<file path="config.mk">
export PLATFORM = sky130hd
export DESIGN_NAME = ascii_num_fmt
export DESIGN_NICKNAME = d
export VERILOG_FILES = /design/src/rtl/ascii_num_fmt.sv
export SDC_FILE = /design/constraint.sdc
export NUM_CORES = 1
export LEC_CHECK = 0
export CAP_MARGIN = 20
export CELL_PAD_IN_SITES_DETAIL_PLACEMENT = 1
export CELL_PAD_IN_SITES_GLOBAL_PLACEMENT = 1
export CORE_AREA = 2 2 142 144
export DETAILED_ROUTE_END_ITERATION = 12
export DIE_AREA = 0 0 144 146
export PLACE_DENSITY = 0.86
export SLEW_MARGIN = 15
export SYNTH_ARGS = -nofsm -noshare
export SYNTH_HDL_FRONTEND = slang
export SYNTH_SLANG_ARGS = --single-unit
</file>
<file path="constraint.sdc">
create_clock -name clk -period 4.6 [get_ports clk]
set_input_delay 0.92 -clock clk [delete_from_list [all_inputs] [get_ports clk]]
set_output_delay 0.92 -clock clk [all_outputs]
set_load 0.05 [all_outputs]
</file>
<file path="src/rtl/ascii_num_fmt.sv">
// Streams N signed integers from a synchronous-read RAM as space-separated decimal ASCII.
// Digits come from power-of-ten subtraction, most significant first.
module ascii_num_fmt #(
    parameter int unsigned DATA_WIDTH = 32,
    parameter int unsigned DEPTH      = 2048,
    parameter int unsigned ADDR_WIDTH = 11,
    parameter int unsigned MAX_DIGITS = 10
) (
    input  logic                  clk,
    input  logic                  rst_n,
    input  logic                  start,
    input  logic [ADDR_WIDTH:0]   num_count,
    output logic [ADDR_WIDTH-1:0] rd_addr,
    input  logic [DATA_WIDTH-1:0] rd_data,
    output logic [7:0]            pkt_payload_data,
    output logic                  pkt_payload_valid,
    output logic                  pkt_payload_last,
    input  logic                  pkt_payload_ready,
    output logic                  busy,
    output logic                  done
);

    localparam int unsigned DigW = $clog2(MAX_DIGITS + 1);
    localparam logic [ADDR_WIDTH:0] MaxCount = (ADDR_WIDTH + 1)'(DEPTH);

    typedef enum logic [2:0] {
        StIdle, StRdWait, StLatch, StConv, StEmitSign, StEmitDig, StEmitSep, StFin
    } state_e;

    state_e                state_q, state_d;
    logic [ADDR_WIDTH:0]   count_q, count_d;
    logic [ADDR_WIDTH:0]   idx_q, idx_d;
    logic [ADDR_WIDTH-1:0] addr_q, addr_d;
    logic                  neg_q, neg_d;
    logic [31:0]           rem_q, rem_d;
    logic [3:0]            k_q, k_d;
    logic [3:0]            dcnt_q, dcnt_d;
    logic [3:0]            digits_q [MAX_DIGITS];
    logic [3:0]            digits_d [MAX_DIGITS];
    logic [DigW-1:0]       ndig_q, ndig_d;
    logic [DigW-1:0]       ptr_q, ptr_d;
    logic                  lead_q, lead_d;

    logic [31:0] pow;
    logic        xfer;
    logic        last_dig;
    logic        last_num;

    function automatic logic [31:0] pow10(input logic [3:0] k);
        unique case (k)
            4'd0:    return 32'd1;
            4'd1:    return 32'd10;
            4'd2:    return 32'd100;
            4'd3:    return 32'd1000;
            4'd4:    return 32'd10000;
            4'd5:    return 32'd100000;
            4'd6:    return 32'd1000000;
            4'd7:    return 32'd10000000;
            4'd8:    return 32'd100000000;
            4'd9:    return 32'd1000000000;
            default: return 32'd1;
        endcase
    endfunction

    always_comb begin
        pow      = pow10(k_q);
        last_dig = (ptr_q == ndig_q - DigW'(1));
        last_num = (idx_q == count_q - (ADDR_WIDTH + 1)'(1));

        // Outputs are pure functions of registered state, so valid never sees ready.
        pkt_payload_valid = (state_q == StEmitSign) || (state_q == StEmitDig) ||
                            (state_q == StEmitSep);
        unique case (state_q)
            StEmitSign: pkt_payload_data = 8'h2D;
            StEmitDig:  pkt_payload_data = 8'h30 + {4'h0, digits_q[ptr_q]};
            StEmitSep:  pkt_payload_data = 8'h20;
            default:    pkt_payload_data = 8'h00;
        endcase
        pkt_payload_last = (state_q == StEmitDig) && last_dig && last_num;
        busy             = (state_q != StIdle);
        done             = (state_q == StFin);
        rd_addr          = addr_q;
        xfer             = pkt_payload_valid && pkt_payload_ready;
    end

    always_comb begin
        state_d  = state_q;
        count_d  = count_q;
        idx_d    = idx_q;
        addr_d   = addr_q;
        neg_d    = neg_q;
        rem_d    = rem_q;
        k_d      = k_q;
        dcnt_d   = dcnt_q;
        digits_d = digits_q;
        ndig_d   = ndig_q;
        ptr_d    = ptr_q;
        lead_d   = lead_q;

        unique case (state_q)
            StIdle: begin
                if (start) begin
                    if (num_count == '0) begin
                        state_d = StFin;
                    end else begin
                        count_d = (num_count > MaxCount) ? MaxCount : num_count;
                        idx_d   = '0;
                        addr_d  = '0;
                        state_d = StRdWait;
                    end
                end
            end
            StRdWait: state_d = StLatch;
            StLatch: begin
                neg_d   = rd_data[DATA_WIDTH-1];
                rem_d   = rd_data[DATA_WIDTH-1] ? (~rd_data + DATA_WIDTH'(1)) : rd_data;
                k_d     = 4'd9;
                dcnt_d  = '0;
                ndig_d  = '0;
                ptr_d   = '0;
                lead_d  = 1'b1;
                state_d = StConv;
            end
            StConv: begin
                if (rem_q >= pow) begin
                    rem_d  = rem_q - pow;
                    dcnt_d = dcnt_q + 4'd1;
                end else begin
                    // Leading zeros are dropped, but the units digit is always kept.
                    if (!(lead_q && dcnt_q == 4'd0 && k_q != 4'd0)) begin
                        digits_d[ndig_q] = dcnt_q;
                        ndig_d           = ndig_q + DigW'(1);
                        lead_d           = 1'b0;
                    end
                    dcnt_d = '0;
                    if (k_q == 4'd0) begin
                        state_d = neg_q ? StEmitSign : StEmitDig;
                    end else begin
                        k_d = k_q - 4'd1;
                    end
                end
            end
            StEmitSign: begin
                if (xfer) state_d = StEmitDig;
            end
            StEmitDig: begin
                if (xfer) begin
                    if (!last_dig) begin
                        ptr_d = ptr_q + DigW'(1);
                    end else if (last_num) begin
                        state_d = StFin;
                    end else begin
                        // Issue the next read now so it lands during the separator.
                        idx_d   = idx_q + (ADDR_WIDTH + 1)'(1);
                        addr_d  = idx_q[ADDR_WIDTH-1:0] + ADDR_WIDTH'(1);
                        state_d = StEmitSep;
                    end
                end
            end
            StEmitSep: begin
                if (xfer) state_d = StRdWait;
            end
            StFin:   state_d = StIdle;
            default: state_d = StIdle;
        endcase
    end

    always_ff @(posedge clk or negedge rst_n) begin
        if (!rst_n) begin
            state_q <= StIdle;
            count_q <= '0;
            idx_q   <= '0;
            addr_q  <= '0;
            neg_q   <= 1'b0;
            rem_q   <= '0;
            k_q     <= '0;
            dcnt_q  <= '0;
            ndig_q  <= '0;
            ptr_q   <= '0;
            lead_q  <= 1'b1;
            for (int i = 0; i < MAX_DIGITS; i++) digits_q[i] <= '0;
        end else begin
            state_q  <= state_d;
            count_q  <= count_d;
            idx_q    <= idx_d;
            addr_q   <= addr_d;
            neg_q    <= neg_d;
            rem_q    <= rem_d;
            k_q      <= k_d;
            dcnt_q   <= dcnt_d;
            ndig_q   <= ndig_d;
            ptr_q    <= ptr_d;
            lead_q   <= lead_d;
            digits_q <= digits_d;
        end
    end

endmodule

</file>
## Word-level counts from Yosys, hierarchy flattened

Memories as Yosys holds them, arrays and structs flattened.
Index checks and enable logic that the tools add are counted.

- $add $sub $neg: 11
- Magnitude comparators: 5
- Equal/unequal tests: 22
- Muxes and demuxes: 48
- Bitwise gates (word level): 6
- Reduce and logical (&&, ||, !) cells: 25

Operators by type and width:

| cell | number |
|---|---|
| $mux 12 | 6 |
| $mux 32 | 2 |
| $pmux 32 s2 | 1 |
| $mux 11 | 5 |
| $bwmux 40 | 1 |
| $mux 4 | 10 |
| $add 32x1->32 const B | 1 |
| $ge 32x32->1 | 1 |
| $not 32->32 | 1 |
| $pmux 4 s2 | 4 |
| $sub 32x32->32 | 1 |
| $ne 2x2->1 const B | 13 |
| $mux 3 | 8 |
| $pmux 12 s2 | 1 |
| $pmux 3 s8 | 1 |
| $pmux 11 s2 | 1 |
| $pmux 7 s3 | 1 |
| $bmux 4 s4 | 1 |
| $demux 4 s4 | 1 |
| $reduce_and 3->1 | 5 |
| $add 12x1->12 const B | 1 |
| $add 4x1->4 const B | 3 |
| $eq 12x12->1 | 1 |
| $eq 3x3->1 const B | 4 |
| 25 further kinds | 43 |

- Bits in registers: 128
- Memory bits (read-only): 480
- Bits of input ports: 48
- Output and inout port bits: 23
- Word-level logic and storage cells: 139
- Memories kept: 1

Memories:

| name | depth | width | rd ports | clocked after Yosys merged registers in | wr ports | RTL line | RTL |
|---|---|---|---|---|---|---|---|
| (name not given) | 16 | 30 | 1 | 0 | 0 | 50 | `unique case (k)` |

## Longest topological paths before layout

- Depth in word-level cells: 6
- Gate-level depth with buffers: 18
- Gate-level depth less buffers: 15

## Worst setup path after synthesis

No wires, ideal clock.

- Path type: register -> output
- Start point: register state_q[2]
- End point: output pkt_payload_last
- Data arrival time: 2.868 ns
- Data required time: 3.680 ns
- Slack: 0.812 ns
- Stages on the path, launching flop included: 10
- Path buffers: 1
- Cells stage by stage: dfrtp_1 > clkbuf_1 > nor2b_1 > nand2_1 > inv_1 > nand3_1 > nor4_2 > nand3_1 > or3_1 > nor2_1

- Longest elaborated chain between the ends: 3

RTL lines:

| element | RTL line | RTL |
|---|---|---|
| start: declaration | 30 | `state_e state_q, state_d;` |
| start signal: assignment | 170 | `state_q <= StIdle;` |
| start signal: assignment | 183 | `state_q <= state_d;` |
| $eq 3x3->1 | 79 | `pkt_payload_last = (state_q == StEmitDig) && last_dig && last_num;` |
| $logic_and 1x1->1 (2 in a row) | 79 |  |
| end: declaration | 17 | `output logic pkt_payload_last,` |

Every way passes these cells.

## Worst setup path in the final report

- Start point: register count_q[0]
- End point: output pkt_payload_last

- Longest elaborated chain between the ends: 3

RTL lines:

| element | RTL line | RTL |
|---|---|---|
| start: declaration | 31 | `logic [ADDR_WIDTH:0] count_q, count_d;` |
| start signal: assignment | 184 | `count_q <= count_d;` |
| $sub 12x1->12 | 68 | `last_num = (idx_q == count_q - (ADDR_WIDTH + 1)'(1));` |
| $eq 12x12->1 | 68 |  |
| $logic_and 1x1->1 | 79 |  |

Every way passes these cells.

==> results list <==
- The flow ran to the end, and the final reports show no timing, DRC or antenna violations.
- Placed cells: 1304
- Total number of yosys warnings: 0
- Design Area, Final: 0.0105 mm2
* Net switching share of the total power: 0.467
- Summed over all nets, the half-perimeter wirelength after detailed placement is 19.1 mm.
- In this run the remaining antenna-violating nets after routing total 0.
- Clock tree synthesis inserted a total of 17 buffers.
- Area overhead of the layout relative to synthesis: 17.8%
- Static timing analysis puts the maximum clock frequency at 230 MHz.
- The die is 146 um tall.
* Max-slew headroom at the worst pin: 0.473
* Final Hold Viols: 0
- TritonCTS built the clock tree.
- Top FF cell, synth: sky130_fd_sc_hd__dfrtp_1
- Fraction of power consumed by sequential logic: 0.199
- Cell area after synthesis: 0.00888 mm2
- Across all register-to-register paths, the minimum setup slack is 0.33 ns.
- Leading cell type by number of instances after synthesis: sky130_fd_sc_hd__nand2_1
* Ratio of cells with drive above 1 in the final layout: 0.120
* Commonest cells post-synth: sky130_fd_sc_hd__nand2_1, sky130_fd_sc_hd__dfrtp_1, sky130_fd_sc_hd__o21ai_0, sky130_fd_sc_hd__a21oi_1, sky130_fd_sc_hd__nor2_1
* Peak VDD IR: 0.292 mV
* Reg-to-Reg Start: k_q[1]
* Startpoint Class: flip-flop
- The finished layout holds 1336 standard cells, fillers aside.
- For the pin with the worst max-slew slack, the measured transition is 0.783 ns.
- Hold repair after CTS inserted 0 buffers.
- Number of different library cells in the post-synthesis netlist: 80
* Combinational power share: 0.595
- In this run the power spent charging and discharging nets is 3670 uW.
- Final-report max-slew violation count: 0
* Post-synth EDFFs: 0
* Tmin final: 4.34 ns
- Buffer levels on the longest clock path: 2
- STA puts the critical path data arrival time at 3.42 ns.
* Register area share after synthesis: 0.330
- The worst register-to-register path ends at rem_q[30].
- STA classifies the critical path endpoint as a primary output.
- Entering global routing, the biggest net connects 53 pins.
* Post-layout power: 7880 uW
- At the end of the flow, the number of nets in the layout was 1155.
* Pwr dens: 752 mW/mm2
* Fraction of the cycle the final worst path needs: 0.943
- Summed over all failing endpoints, the final setup total negative slack is 0 ns.
- Final-layout fill cell count: 2233
- Leading post-synthesis cells by cell area: sky130_fd_sc_hd__dfrtp_1, sky130_fd_sc_hd__ha_1, sky130_fd_sc_hd__nand2_1
* Fraction of post-synthesis cell area in the top cell type by area: 0.327
- Critical path capture point: pkt_payload_last
- The initialized floorplan defines 51 standard-cell rows.
- Synth async-reset ratio: 1.00
- Pre-CTS WS: 0.517 ns
* Avg Inst Size Synth: 8.76 um2
* Cell taking the most area after synthesis: sky130_fd_sc_hd__dfrtp_1
- Number of DRC markers in iteration 0: 364
- Crit Path Category: reg2out
- The most critical setup path has its startpoint at count_q[0].
- The number of global-route vias before repair was 8395.
- Summing all placed instances gives a cell area of 0.00975 mm2.
- The first global-routing pass estimated 43.8 mm of wire.
- The analysis attributes to cell leakage a power of 0.00449 uW.
- The die covers 0.0210 mm2.
* Die width: 144 um
- Post-DR vias/cell: 5.88
- Crit Path Max Fanout: 4
- The share of total power dissipated in the clock network is 0.206.
* Top-Level Pins: 71
- Post-synthesis register bit count: 117
- Internal power: 4200 uW
* Number of clock sinks: 117
* Pre-antenna DRT Iters: 4
- The number of antenna diodes in the final layout is 0.
* Clock tree skew after final layout: 0.0138 ns
- After detailed routing, the average wire length per cell comes to 19.9 um.
* Syn Inst Count: 1014
- Number of cells traversed by the worst register-to-register path: 15
* Number of antenna violations at the first check in global routing: 0
- Smallest setup slack after layout: 0.261 ns
- STA puts the critical path data required time at 3.68 ns.
* GR Overflow Total: 0
* Type of the worst min-delay path: reg2reg
- Clock slew at the register clock pins of the worst setup and hold paths: 0.06 ns
* Port Buffer Count: 68
- At the later pin of the worst-skew pair, clock insertion delay measures 0.43 ns.
- Max-cap check violation count: 0
- Gpl congestion: 0.895
- CTS root buf: sky130_fd_sc_hd__clkbuf_16
- Number of failing setup endpoints in the final timing report: 0
- For this configuration, the core starts out at a cell density of 0.459.
* Unrepaired setup endpoints after global routing: no
- Detailed routing inserted a total of 7861 vias.
- The startpoint identified for the worst hold timing path is rem_q[0].
* Placeable core region: 0.0193 mm2
* Wire length after detailed routing: 26.6 mm
* H-tree depth: 4
- In the global route stage, overall resource usage came out at 0.262.
* Drc violations: 0
[worst min path at each step]
stage	to	slack, ns	cells after the start
after floorplan	rem_q[0]	0.45	2
after global placement	rem_q[0]	0.46	2
after detailed placement	rem_q[0]	0.48	2
after CTS	rem_q[0]	0.49	2
after global routing	count_q[11]	0.51	2
final	rem_q[0]	0.49	2
[cell usage in the layout (no fill, tap or decap), types with 9 or more instances in the layout]
master and count:
sky130_fd_sc_hd__nand2_1 117, sky130_fd_sc_hd__dfrtp_1 116, sky130_fd_sc_hd__o21ai_0 80, sky130_fd_sc_hd__a21oi_1 75, sky130_fd_sc_hd__nor2_1 72, sky130_fd_sc_hd__clkdlybuf4s50_1 66, sky130_fd_sc_hd__ha_1 48, sky130_fd_sc_hd__xnor2_1 45
sky130_fd_sc_hd__xor2_1 43, sky130_fd_sc_hd__mux2_2 34, sky130_fd_sc_hd__nand3_1 27, sky130_fd_sc_hd__inv_1 26, sky130_fd_sc_hd__nand2b_1 24, sky130_fd_sc_hd__buf_4 22, sky130_fd_sc_hd__nor3_1 19, sky130_fd_sc_hd__a21o_1 18
sky130_fd_sc_hd__clkbuf_16 17, sky130_fd_sc_hd__mux2i_1 15, sky130_fd_sc_hd__nor4_1 11, sky130_fd_sc_hd__nor2b_1 10, sky130_fd_sc_hd__and3_1 10, sky130_fd_sc_hd__and2_1 9, sky130_fd_sc_hd__a31oi_1 9, sky130_fd_sc_hd__nand4_1 9
[kinds of logic (layout without fill, tap and decap cells)]
| kind of cell | Yosys count | after routing | share of synthesized area |
|---|---|---|---|
| simple gates | 347 | 347 | 0.195 |
| compound gates | 256 | 256 | 0.178 |
| flops | 117 | 117 | 0.330 |
| buf+inv | 91 | 147 | 0.0469 |
| xor+xnor | 88 | 88 | 0.0868 |
| mux | 65 | 65 | 0.0938 |
| fa+ha+maj | 49 | 49 | 0.0699 |
| other cells | 1 | 2 | 0.000422 |
[through the flow]
| stage | hold WS [ns] | utilization |
|---|---|---|
| 6_report | 0.491 | 0.541 |
| 5_1_grt | 0.513 | 0.541 |
| 2_1_floorplan | 0.450 | - |
| 3_5_place_dp | 0.481 | 0.504 |
| 3_3_place_gp | 0.462 | 0.504 |
| 4_1_cts | 0.494 | 0.541 |
[power groups by stage]
stage / clock network (uW) / logic, uW / registers (uW)
after floorplan: 0 / 3410 / 1440
after global placement: 0 / 4350 / 1550
after detailed placement: 0 / 4500 / 1570
after CTS: 1640 / 4630 / 1560
after global routing: 1680 / 5120 / 1600
final: 1620 / 4690 / 1570
[cell type report]
class,count,area (um2),share of cell area
clock buffer,20,467,0.0446
sequential,117,2930,0.280
timing repair buffer,89,835,0.0797
tap,265,332,0.0317
clock inverter,12,248,0.0237
multi-input combinational,807,5560,0.531
inverter,26,97.6,0.00932
[repair_timing]
item / CTS / global route
endpoints found under the setup margin: 1 / 0
resized for setup: 1 / 0
setup buffers: 0 / 0
[flip-flops by register name, indices dropped and copies added (netlist names)]
name      flops
digits_q     40
rem_q        32
count_q      12
idx_q        12
dcnt_q        4
k_q           4
ndig_q        4
ptr_q         4
state_q       3
lead_q        1
neg_q         1
[critical path, stage by stage, from the launching register on]
cell and delay (ns):
sky130_fd_sc_hd__dfrtp_1 0.41, sky130_fd_sc_hd__inv_1 0.09, sky130_fd_sc_hd__ha_1 0.22, sky130_fd_sc_hd__or4b_1 0.53, sky130_fd_sc_hd__nor3_1 0.23, sky130_fd_sc_hd__xnor2_1 0.12, sky130_fd_sc_hd__nor4_2 0.23, sky130_fd_sc_hd__nand3_1 0.10
sky130_fd_sc_hd__or3_1 0.43, sky130_fd_sc_hd__nor2_1 0.11, sky130_fd_sc_hd__dlygate4sd2_1 0.54
[metal layers]
metal  routed length [um]  global-route usage  share of wire
met1                11500               0.329           0.43
met2                13400               0.448           0.50
met3                  923              0.0494          0.035
met4                  789              0.0966          0.030
met5                    0                   0              0
Note: power is estimated with default switching activity, not from simulation.
